**src/rtl/j4a_dec_pkg.sv**
```systemverilog
// ---------------------------------------------------------------------------
// j4a_dec_pkg
// Shared definitions for the J4A select decoder family.
//   mode_e  : operating mode encodings seen on the 'mode' input
//   state_e : sequencer state encoding used by sel_decoder_seq
//   PCNT_W  : width of the per-line pulse counter (PULSE_LEN up to 255)
// ---------------------------------------------------------------------------
package j4a_dec_pkg;

    typedef enum logic [1:0] {
        MODE_LEVEL  = 2'b00,
        MODE_STROBE = 2'b01,
        MODE_SCAN1  = 2'b10,
        MODE_SCANC  = 2'b11
    } mode_e;

    typedef enum logic [1:0] {
        ST_IDLE   = 2'b00,
        ST_STROBE = 2'b01,
        ST_SCAN   = 2'b10
    } state_e;

    localparam int PCNT_W = 8;

endpackage

```
**src/rtl/dec_onehot.sv**
```systemverilog
// ---------------------------------------------------------------------------
// dec_onehot
// Combinational index-to-one-hot decoder with output polarity selection.
// Ports:
//   sel   in  SEL_W      line index to assert
//   valid in  1          0 -> every line inactive
//   y     out 2**SEL_W   decoded lines, asserted level set by ACTIVE_LOW
// ---------------------------------------------------------------------------
module dec_onehot
    import j4a_dec_pkg::*;
#(
    parameter int SEL_W      = 2,
    parameter bit ACTIVE_LOW = 1'b1
) (
    input  logic [SEL_W-1:0]      sel,
    input  logic                  valid,
    output logic [(2**SEL_W)-1:0] y
);

    localparam int N_OUT = 2**SEL_W;

    logic [N_OUT-1:0] w_hot;

    always_comb begin
        w_hot = '0;
        if (valid) begin
            w_hot[sel] = 1'b1;
        end
        y = ACTIVE_LOW ? ~w_hot : w_hot;
    end

endmodule

```
**src/rtl/sel_decoder_seq.sv**
```systemverilog
// ---------------------------------------------------------------------------
// sel_decoder_seq
// Registered N-to-2^N select decoder with enable, selectable polarity and
// level / single-strobe / scan-once / scan-continuous modes.
// Ports:
//   clk   in  1          rising-edge clock
//   rst   in  1          synchronous reset, active-high (overrides en)
//   en    in  1          0 -> outputs inactive next cycle, operation aborted
//   mode  in  2          00 level, 01 strobe, 10 scan-once, 11 scan-continuous
//   sel   in  SEL_W      line index for level/strobe modes
//   req   in  1          start strobe/scan (only looked at while idle)
//   y     out 2**SEL_W   registered select lines, at most one asserted
//   busy  out 1          strobe/scan in progress
//   done  out 1          one-cycle completion pulse (never after an abort)
//   idx   out SEL_W      index of the asserted line, 0 when none
// ---------------------------------------------------------------------------
module sel_decoder_seq
    import j4a_dec_pkg::*;
#(
    parameter int SEL_W      = 2,
    parameter bit ACTIVE_LOW = 1'b1,
    parameter int PULSE_LEN  = 1
) (
    input  logic                  clk,
    input  logic                  rst,
    input  logic                  en,
    input  logic [1:0]            mode,
    input  logic [SEL_W-1:0]      sel,
    input  logic                  req,
    output logic [(2**SEL_W)-1:0] y,
    output logic                  busy,
    output logic                  done,
    output logic [SEL_W-1:0]      idx
);

    localparam int                N_OUT    = 2**SEL_W;
    localparam logic [SEL_W-1:0]  LAST_IDX = {SEL_W{1'b1}};
    localparam logic [PCNT_W-1:0] CNT_LOAD = PCNT_W'(PULSE_LEN - 1);
    localparam logic [N_OUT-1:0]  Y_IDLE   = ACTIVE_LOW ? {N_OUT{1'b1}} : {N_OUT{1'b0}};

    state_e              r_state;
    logic [PCNT_W-1:0]   r_cnt;
    logic [SEL_W-1:0]    r_idx;
    logic                r_cont;
    logic                r_busy;
    logic                r_done;
    logic [N_OUT-1:0]    r_y;

    state_e              w_state_nxt;
    logic [PCNT_W-1:0]   w_cnt_nxt;
    logic [SEL_W-1:0]    w_idx_nxt;
    logic                w_cont_nxt;
    logic                w_valid_nxt;
    logic                w_done_nxt;
    logic [N_OUT-1:0]    w_y_nxt;

    // Next-state logic. The line index and its valid flag are computed for the
    // coming cycle and decoded combinationally, so y is simply the registered
    // decode and can never show more than one asserted line.
    always_comb begin
        w_state_nxt = r_state;
        w_cnt_nxt   = r_cnt;
        w_idx_nxt   = r_idx;
        w_cont_nxt  = r_cont;
        w_valid_nxt = 1'b0;
        w_done_nxt  = 1'b0;

        if (!en) begin
            w_state_nxt = ST_IDLE;
            w_cnt_nxt   = '0;
            w_idx_nxt   = '0;
            w_cont_nxt  = 1'b0;
        end else begin
            case (r_state)
                ST_IDLE: begin
                    w_cnt_nxt = '0;
                    w_idx_nxt = '0;
                    if (mode == MODE_LEVEL) begin
                        w_idx_nxt   = sel;
                        w_valid_nxt = 1'b1;
                    end else if (req) begin
                        w_valid_nxt = 1'b1;
                        w_cnt_nxt   = CNT_LOAD;
                        if (mode == MODE_STROBE) begin
                            w_state_nxt = ST_STROBE;
                            w_idx_nxt   = sel;
                        end else begin
                            w_state_nxt = ST_SCAN;
                            w_cont_nxt  = mode[0];
                        end
                    end
                end

                ST_STROBE: begin
                    if (r_cnt != '0) begin
                        w_cnt_nxt   = r_cnt - 1'b1;
                        w_valid_nxt = 1'b1;
                    end else begin
                        w_state_nxt = ST_IDLE;
                        w_idx_nxt   = '0;
                        w_done_nxt  = 1'b1;
                    end
                end

                ST_SCAN: begin
                    w_valid_nxt = 1'b1;
                    if (r_cnt != '0) begin
                        w_cnt_nxt = r_cnt - 1'b1;
                    end else if (r_idx != LAST_IDX) begin
                        w_idx_nxt = r_idx + 1'b1;
                        w_cnt_nxt = CNT_LOAD;
                    end else if (r_cont && (mode == MODE_SCANC)) begin
                        // Wrap with no gap; continuing requires mode to still
                        // be scan-continuous at every wrap point.
                        w_idx_nxt  = '0;
                        w_cnt_nxt  = CNT_LOAD;
                        w_cont_nxt = mode[0];
                    end else begin
                        w_state_nxt = ST_IDLE;
                        w_idx_nxt   = '0;
                        w_valid_nxt = 1'b0;
                        w_done_nxt  = 1'b1;
                        w_cont_nxt  = 1'b0;
                    end
                end

                default: begin
                    w_state_nxt = ST_IDLE;
                    w_cnt_nxt   = '0;
                    w_idx_nxt   = '0;
                    w_cont_nxt  = 1'b0;
                end
            endcase
        end
    end

    dec_onehot #(
        .SEL_W      (SEL_W),
        .ACTIVE_LOW (ACTIVE_LOW)
    ) u_dec (
        .sel   (w_idx_nxt),
        .valid (w_valid_nxt),
        .y     (w_y_nxt)
    );

    always_ff @(posedge clk) begin
        if (rst) begin
            r_state <= ST_IDLE;
            r_cnt   <= '0;
            r_idx   <= '0;
            r_cont  <= 1'b0;
            r_busy  <= 1'b0;
            r_done  <= 1'b0;
            r_y     <= Y_IDLE;
        end else begin
            r_state <= w_state_nxt;
            r_cnt   <= w_cnt_nxt;
            r_idx   <= w_idx_nxt;
            r_cont  <= w_cont_nxt;
            r_busy  <= (w_state_nxt != ST_IDLE);
            r_done  <= w_done_nxt;
            r_y     <= w_y_nxt;
        end
    end

    assign y    = r_y;
    assign busy = r_busy;
    assign done = r_done;
    assign idx  = r_idx;

endmodule

```
**config.mk**
```make
export PLATFORM = sky130hd
export DESIGN_NAME = sel_decoder_seq
export DESIGN_NICKNAME = d
export VERILOG_FILES = /design/src/rtl/j4a_dec_pkg.sv /design/src/rtl/dec_onehot.sv /design/src/rtl/sel_decoder_seq.sv
export SDC_FILE = /design/constraint.sdc
export NUM_CORES = 1
export LEC_CHECK = 0
export BUFFER_PORTS_ARGS = -buffer_cell sky130_fd_sc_hd__buf_2
export CAP_MARGIN = 20
export CORE_MARGIN = 2
export CORE_UTILIZATION = 40
export DETAILED_ROUTE_END_ITERATION = 7
export GPL_ROUTABILITY_DRIVEN = 0
export PLACE_DENSITY = 0.67
export SYNTH_ARGS = -nofsm -noshare
export SYNTH_HDL_FRONTEND = slang
export SYNTH_SLANG_ARGS = --single-unit
```
**constraint.sdc**
```tcl
create_clock -name clk -period 2.25 [get_ports clk]
set_input_delay 0.45 -clock clk [delete_from_list [all_inputs] [get_ports clk]]
set_output_delay 0.45 -clock clk [all_outputs]
set_load 0.1 [all_outputs]
```
==> results of run 1 <==
-- worst max path at each step --
stage / slack (ps) / start / to
floorplan: 100 / idx[0] / y[2]
global placement: 350 / r_cnt[0] / busy
detailed placement: 260 / r_cnt[1] / busy
CTS: 230 / r_cnt[0] / busy
global route: 70 / r_cnt[0] / busy
finish: 210 / r_cnt[1] / busy
-- metrics by stage --
stage               total power [W]  setup WS [ps]  utilization, %  cells
floorplan                 0.0004223          104.4               -    119
global placement          0.0004414          348.6           45.68    160
detailed placement        0.0004429          264.6           45.68    160
CTS                       0.0006124          231.6           46.76    164
global route              0.0006336          66.79           46.76    164
finish                    0.0006079          209.6           46.76    164
-- power groups by stage --
stage / Clock, W / Combinational, W / Sequential (W)
2_1_floorplan: 0 / 0.0000407 / 0.000382
3_3_place_gp: 0 / 0.0000889 / 0.000353
3_5_place_dp: 0 / 0.0000902 / 0.000353
4_1_cts: 0.000177 / 0.0000905 / 0.000345
5_1_grt: 0.000189 / 0.0000982 / 0.000346
6_report: 0.000173 / 0.0000904 / 0.000345
-- registers in the layout, summed over array words and instances (netlist names) --
register	count
r_cont	1
r_state	2
r_cnt	8
busy	1
done	1
y	4
idx	2
-- worst register-to-register path: cells and delay by family, from the launching register on --
| family | cells | cell delay (ps) |
|---|---|---|
| simple gates | 3 | 690 |
| compound gates | 2 | 650 |
| fa+ha+maj | 1 | 180 |
| flops | 1 | 350 |
| buf+inv | 1 | 70 |
-- kinds of logic (layout without fill, tap and decap cells) --
group / count (synthesis) / count (layout)
AOI/OAI and AO/OA: 28 / 28
xor gates and xnor gates: 1 / 1
adders and majority gates: 6 / 6
buffers and inverters: 8 / 23
DFF: 19 / 19
muxes: 2 / 2
and+or+nand+nor: 55 / 55
-- area by class of cell --
class / instances / area (um^2)
Multi-Input combinational cell: 92 / 603.1
Fill cell: 253 / 1295
Sequential cell: 19 / 380.4
Clock buffer: 4 / 26.28
Timing Repair Buffer: 15 / 75.07
Inverter: 4 / 15.01
Tap cell: 30 / 37.54
-- cells in the final DEF (no fill, tap or decap), drive strengths merged, types with 3 or more instances in the layout --
cell type,n
dfxtp,19
buf,15
nand2,12
nor2,12
o21ai,10
ha,6
nand3,5
inv,4
nand2b,4
and2,4
clkbuf,4
o211ai,3
nor3,3
-- metal layers --
metal	vias up	share of wire, %	track usage [%]
met5	-	0	0
met4	0	1.1	5.000
met3	5	3.0	4.098
met2	12	50	27.31
met1	408	46	17.88
li1	464	-	-
==> impl_metrics.toml, run 1 <==
[status]
outcome = "completed"

[setup_path]
crit_path_cell_trace = "inv_1, ha_1, nor3b_2, nand2_1, a22oi_1, a2bb2oi_1, nor2_1"
path_max_fanout = 8
regToRegEndpoint = "busy"
path_depth = 7
arrival_ps = 2230
path_buf_inv = 1
required_ps = 2440
crit_slowest_cell = "a22oi_1"
reg2reg_depth = 7
reg2reg_setup_slack_ps = 210
cp-end-kind = "flop"
reg2reg_from = "r_cnt[1]"
worstSetupPathType = "reg -> reg"
max_stage_delay_ps = 430
startpoint_type = "flop"
path_delay_family = "simple AND/OR/NAND/NOR gates"

[die]
fp.dieH_um = 54.37
die_area_um2 = 2956
initial_core_util_pct = 41.72
coreArea_um2 = 2432
row_count = 18
die-width_um = 54.37
ioPinCount = 16

[min_path]
whs_path_depth = 3
min-delay-start = "en"
hold_path_class = "in -> reg"
hold_path_end = "r_cont"

[clock_network]
h-tree-depth = 1
cts_resized = 0
postCtsSetupRepairBufs = 0
cts_buffers = 3
clk_pin_slew_ps = 110
root_buffer = "clkbuf_4"
insertion_delay_ps = 300
cts.sinks = 19
clock_path_buffers = 2
tritoncts = "built"
hold_buffers = 0

[layout]
area_growth_syn_to_layout_pct = 12.08
layout-drive-gt1-share_pct = 17.91
antenna_cells = 0
design_area_um2 = 1137
nNetsFinal = 149

[timing]
slew_headroom_pct = 67.73
min_period_over_period_pct = 90.68
max_clock_freq_ghz = 0.4901
skew_ps = 10.21
slew_viol_final = 0
rsz0062_at_grt = "false"
tightest_slew_ps = 487.5
min_period_ps = 2040
setup_violations = 0
hold_violations = 0
whs_ps = 462.0
fin_setup_tns_ps = 0

[drt]
first_iter_violations = 11
dr.pass1.iters = 3
postRouteAntennaNets = 0
drc = 0
vias_per_cell = 5.421
vias = 889
routedWlPerCell_um = 12.16
wl_um = 1995

[placed_design]
placed_cell_area_um2 = 1111
dp_hpwl_um = 1559
numPortBuffers = 15

[global_routing]
track_usage_pct = 15.43
antenna_found_initial = 0
grt_pass1_wl_um = 3284
grt_max_degree = 11
grt-ovfl-total = 0
grt_pass1_vias = 751

[synth]
synthFlopType = "dfxtp_1"
synth_xor_area_share_pct = 0.8631
yosys.area.top_type = "dfxtp_1"
synth-simple-area-share_pct = 30.21
synth-seq-cells = 19
synth.distinct_cells = 42
synth_fa_ha_area_share_pct = 7.398
synth-edff-count = 0
synth_top_family_by_area = "simple AND/OR/NAND/NOR gates"
synth.net_count = 133
ys_warn_count = 0
yosysMostFrequentCell = "dfxtp_1"
syn_area_um2 = 1015
synth_area_per_cell_um2 = 8.527
async_reset_ff_share_pct = 0
synth_compound_area_share_pct = 18.99
netlist_instances = 119
yosys-top-cells-area = "dfxtp_1 (37%), ha_1 (7.4%), o21ai_0 (4.9%)"
ys_top_cells_by_count = "dfxtp_1 (19), nand2_1 (12), nor2_1 (12)"
synth-seq-area-share_pct = 37.48
synth_top_area_share_pct = 37.48
muxShareOfSynthArea_pct = 1.973

[power_and_ir_drop]
intPower_w = 0.0004388
pwr-share-clk_pct = 28.4
seq_power_share_pct = 56.7
power.switching_w = 0.0001691
p_per_area_nw_per_um2 = 534.5
swShare_pct = 27.82
power.leakage_nw = 0.4411
pwr-share-comb_pct = 14.9
peakVddDrop_v = 0.0003724

[flow_run]
drv_cap = 0
(Power assumes the default switching activity.)
==> run 2, diff against run 1 <==
- ABC_AREA: default -> 1
- CAP_MARGIN: 20 -> default
- CTS_BUF_LIST: default -> sky130_fd_sc_hd__clkbuf_4
- PLACE_DENSITY: 0.67 -> 0.66
==> impl_metrics.toml, run 2 <==
[setup_path]
reg2reg_setup_slack_ps = 710
crit_slowest_cell = "buf_2"
startpoint_type = "flop"
path_depth = 1
cp-end-kind = "output pin"
crit_path_cell_trace = "buf_2"
crit_end = "idx[0]"
path_buf_inv = 1
reg2reg_from = "r_state[1]"
max_stage_delay_ps = 450
path_delay_family = "buffers and inverters"
path_max_fanout = 5
reg2reg_depth = 8
startpoint = "idx[0]"
regToRegEndpoint = "busy"
worstSetupPathType = "reg -> out"
required_ps = 1800
arrival_ps = 1140

[min_path]
hold_path_class = "in -> reg"

[clock_network]
clock_path_buffers = 2
insertion_delay_ps = 290
cts_resized = 0
cts.sinks = 19
clk_pin_slew_ps = 100
postCtsSetupRepairBufs = 0
tritoncts = "built"
h-tree-depth = 1
cts_buffers = 3
root_buffer = "clkbuf_4"
hold_buffers = 0

[layout]
nNetsFinal = 192
regMostFlops = "r_cnt"
mostFrequentLayoutCell = "nand2_1"
design_area_um2 = 1240
layout-drive-gt1-share_pct = 22.03
stdcell_count = 207
layout_common_cells = "nand2_1 (37), inv_1 (26), nor2_1 (19), dfxtp_1 (19), buf_2 (15)"
antenna_cells = 0
largest_reg_flops = 8
area_growth_syn_to_layout_pct = 13.00

[synth]
synth_top_family_by_area = "simple AND/OR/NAND/NOR gates"
synth_fa_ha_area_share_pct = 6.842
synth_compound_area_share_pct = 6.727
syn_area_um2 = 1097
synth_xor_area_share_pct = 3.193
yosys-top-cells-area = "dfxtp_1 (35%), nand2_1 (13%), inv_1 (8.9%)"
yosysMostFrequentCell = "nand2_1"
muxShareOfSynthArea_pct = 0
synth_area_per_cell_um2 = 6.945
ys_warn_count = 0
synth_top_area_share_pct = 34.66
yosys.area.top_type = "dfxtp_1"
synth.net_count = 172
synth-simple-area-share_pct = 39.34
synth-edff-count = 0
synth-seq-area-share_pct = 34.66
netlist_instances = 158
synth.distinct_cells = 24
async_reset_ff_share_pct = 0
synthFlopType = "dfxtp_1"
synth-seq-cells = 19
ys_top_cells_by_count = "nand2_1 (37), inv_1 (26), dfxtp_1 (19), nor2_1 (19), nand3_1 (14)"

[global_routing]
track_usage_pct = 14.34
grt_pass1_wl_um = 3677
antenna_found_initial = 0
grt-ovfl-total = 0
grt_pass1_vias = 892
grt_max_degree = 11

[drt]
vias = 976
vias_per_cell = 4.715
routedWlPerCell_um = 9.932
first_iter_violations = 36
wl_um = 2056
drc = 0
dr.pass1.iters = 4
postRouteAntennaNets = 0

[timing]
skew_ps = 4.488
slew_viol_final = 0
setup_violations = 0
fin_setup_tns_ps = 0
tightest_slew_ps = 472.6
max_clock_freq_ghz = 0.6273
min_period_ps = 1594
hold_violations = 0
slew_headroom_pct = 68.37
min_period_over_period_pct = 70.84
rsz0062_at_grt = "false"

[die]
initial_core_util_pct = 43.12
ioPinCount = 16
die_area_um2 = 3178
fp.dieH_um = 56.38
row_count = 18
die-width_um = 56.38
coreArea_um2 = 2545

[placed_design]
dp_hpwl_um = 1649
dp_cells = 203
placed_cell_area_um2 = 1210
numPortBuffers = 15

[power_and_ir_drop]
peakVddDrop_v = 0.0004269
p_per_area_nw_per_um2 = 524.6
power.leakage_nw = 0.6872

[status]
outcome = "completed"

[flow_run]
drv_cap = 0
run 2: worst min path at each step:
stage,depth (start not counted),end,from
CTS,2,idx[1],rst
detailed placement,2,r_cont,r_cont
global placement,2,r_cont,r_cont
floorplan,2,r_cont,r_cont
global route,2,idx[1],rst
finish,2,idx[1],rst
run 2: cell families after synthesis:
kind of cell,count (synthesis)
and+or+nand+nor,90
AOI/OAI and AO/OA,12
buffers and inverters,27
xor gates and xnor gates,4
adders and majority gates,6
DFF,19
run 2: report_power, final:
group          total (W)  leakage (nW)  internal, W  switching [W]
registers       0.000348         0.154     0.000343     0.00000453
clock network   0.000182        0.0184    0.0000810       0.000101
logic           0.000121         0.515    0.0000341      0.0000868
run 2: through the flow:
| step | power [W] | setup WS [ps] | hold slack, ps | utilization (%) |
|---|---|---|---|---|
| final | 0.0006505 | 656.0 | 358.0 | 48.72 |
| after global routing | 0.0006930 | 542.5 | 351.8 | 48.72 |
| after CTS | 0.0006613 | 639.1 | 341.4 | 48.72 |
| after detailed placement | 0.0004766 | 742.2 | 501.5 | 47.54 |
| after global placement | 0.0004754 | 729.8 | 490.4 | 47.54 |
| after floorplan | 0.0004508 | 220.7 | 455.3 | - |
run 2: metal layers:
layer | share of wire [%] | GRT usage (%) | vias up
met2 | 48 | 25.21 | 17
met5 | 0 | 0 | -
li1 | - | - | 527
met4 | 0.63 | 3.061 | 0
met3 | 4.9 | 5.069 | 2
met1 | 47 | 16.69 | 430
run 2: cell type report:
type | count | area (um^2)
flip-flops and latches | 19 | 380.4
inverters | 27 | 101.3
multi-input cells | 112 | 615.6
clock buffers | 4 | 30.03
fillers | 250 | 1305
repair buffers | 15 | 75.07
well taps | 30 | 37.54
==> run 3, diff against run 2 <==
- clock period: 2.25 -> 1.53 ns (I/O delays scaled with it)
==> impl_metrics.toml, run 3 (synthesis gave the netlist of run 2 again) <==
[status]
outcome = "completed"

[setup_path]
arrival_ps = 1670
path_max_fanout = 7
worstSetupPathType = "reg -> reg"
startpoint_type = "flop"
crit_path_frequent_cell = "nand2_1"
path_buf_inv = 1
reg2reg_depth = 9
crit_path_cell_trace = "inv_2, ha_4, nand2_4, nor2_4, nand2_1, nand2_1, nand2_2, a21oi_2, nand3_1"
crit_slowest_cell = "dfxtp_2"
path_depth = 9
max_stage_delay_ps = 340
required_ps = 1720
path_delay_family = "simple AND/OR/NAND/NOR gates"
cp-end-kind = "flop"

[power_and_ir_drop]
power.leakage_nw = 0.7258
swShare_pct = 31.73
seq_power_share_pct = 52.6
pwr-share-comb_pct = 20.5
pwr-share-clk_pct = 26.9
power.switching_w = 0.0003071
peakVddDrop_v = 0.0005939
intPower_w = 0.0006608
p_per_area_nw_per_um2 = 710.4

[clock_network]
cts.sinks = 19
insertion_delay_ps = 310
clk_pin_slew_ps = 100
tritoncts = "built"
root_buffer = "clkbuf_4"
cts_buffers = 3
hold_buffers = 0
h-tree-depth = 1
clock_path_buffers = 2

[global_routing]
antenna_found_initial = 0
track_usage_pct = 15.61
grt-ovfl-total = 0
grt_max_degree = 12
grt_pass1_vias = 969
grt_pass1_wl_um = 3946

[layout]
regMostFlops = "r_cnt"
area_growth_syn_to_layout_pct = 24.17
layout_common_cells = "nand2_1 (33), inv_1 (22), nor2_1 (16), buf_2 (15)"
nNetsFinal = 200
mostFrequentLayoutCell = "nand2_1"
layout-drive-gt1-share_pct = 36.22
largest_reg_flops = 8
antenna_cells = 0
design_area_um2 = 1363

[die]
die_area_um2 = 3178
ioPinCount = 16
die-width_um = 56.38
row_count = 18
coreArea_um2 = 2545
initial_core_util_pct = 43.12
fp.dieH_um = 56.38

[drt]
wl_met3_um = 69
routedWlPerCell_um = 11.09
vias_per_cell = 4.828
routed.top_layer = "met4"
dr.pass1.iters = 4
wl_um = 2385
vias = 1038
wl_met2_um = 1264
wl_met1_um = 1003
postRouteAntennaNets = 0
drc = 0
first_iter_violations = 31

[flow_run]
drv_cap = 0

[timing]
slew_viol_final = 0
min_period_over_period_pct = 96.67
hold_violations = 0
setup_violations = 0
tightest_slew_ps = 483.4
max_clock_freq_ghz = 0.6761
whs_ps = 209.7
slew_headroom_pct = 67.47
min_period_ps = 1479
skew_ps = 10.33

[min_path]
hold_path_class = "in -> reg"
whs_path_depth = 2

[placed_design]
placed_cell_area_um2 = 1255
numPortBuffers = 15
dp_hpwl_um = 1802
run 3: changes by cell type in the layout (fill, tap and decap cells not counted), moves of 4 or more:
cell     delta
ha_1        -4
buf_4       +7
inv_2       +4
inv_1       -4
dfxtp_1     -5
nand2_2     +4
nand2_1     -4
run 3: final timing paths:
kind	start	end	slack [ps]
max reg2reg	r_cnt[1]	y[2]	50
min	rst	idx[1]	210
min reg2reg	r_cont	r_cont	500
max	r_cnt[1]	y[2]	50
run 3: final cells by class:
| type | instances | area (um^2) |
|---|---|---|
| Clock buffer | 3 | 22.52 |
| Clock inverter | 1 | 5.005 |
| Fill cell | 244 | 1182 |
| Inverter | 27 | 101.3 |
| Multi-Input combinational cell | 113 | 674.4 |
| Sequential cell | 19 | 394.1 |
| Tap cell | 30 | 37.54 |
| Timing Repair Buffer | 22 | 127.6 |
run 3: through the flow:
step | utilization [%] | setup slack (ps) | std cells | TNS (ps) | total power [W]
2_1_floorplan | - | 36.44 | 158 | 0 | 0.0006606
3_3_place_gp | 49.31 | 53.59 | 208 | 0 | 0.0007034
3_5_place_dp | 49.31 | 10.91 | 208 | 0 | 0.0007072
4_1_cts | 50.39 | 4.716 | 212 | 0 | 0.0009705
5_1_grt | 53.54 | -37.22 | 215 | -113.0 | 0.001021
6_report | 53.54 | 50.89 | 215 | 0 | 0.0009679
run 3: metal layers:
layer  track usage [%]  vias up
met3             2.995        6
li1                  -      545
met5                 0        -
met4             6.122        0
met2             28.91       17
met1             17.32      470
run 3: power groups by stage:
stage | sequential, W | combinational [W] | clock [W]
after floorplan | 0.000563 | 0.0000979 | 0
after global placement | 0.000521 | 0.000183 | 0
after detailed placement | 0.000521 | 0.000186 | 0
after CTS | 0.000510 | 0.000187 | 0.000274
after global routing | 0.000510 | 0.000217 | 0.000293
final | 0.000509 | 0.000198 | 0.000261
run 3: worst reg2reg max path, cell delays in order (launching register included):
cell,delay [ps]
dfxtp_2,340
inv_2,70
ha_4,170
nand2_4,70
nor2_4,230
nand2_1,90
nand2_1,90
nand2_2,60
a21oi_2,170
nand3_1,80
run 3: timing repair:
| item | 4_1_cts | 5_1_grt |
|---|---|---|
| gates cloned | 0 | 1 |
| buffers inserted | 0 | 2 |
| pin swaps | 1 | 6 |
| setup endpoints to repair | 1 | 16 |
| resized for setup | 0 | 22 |
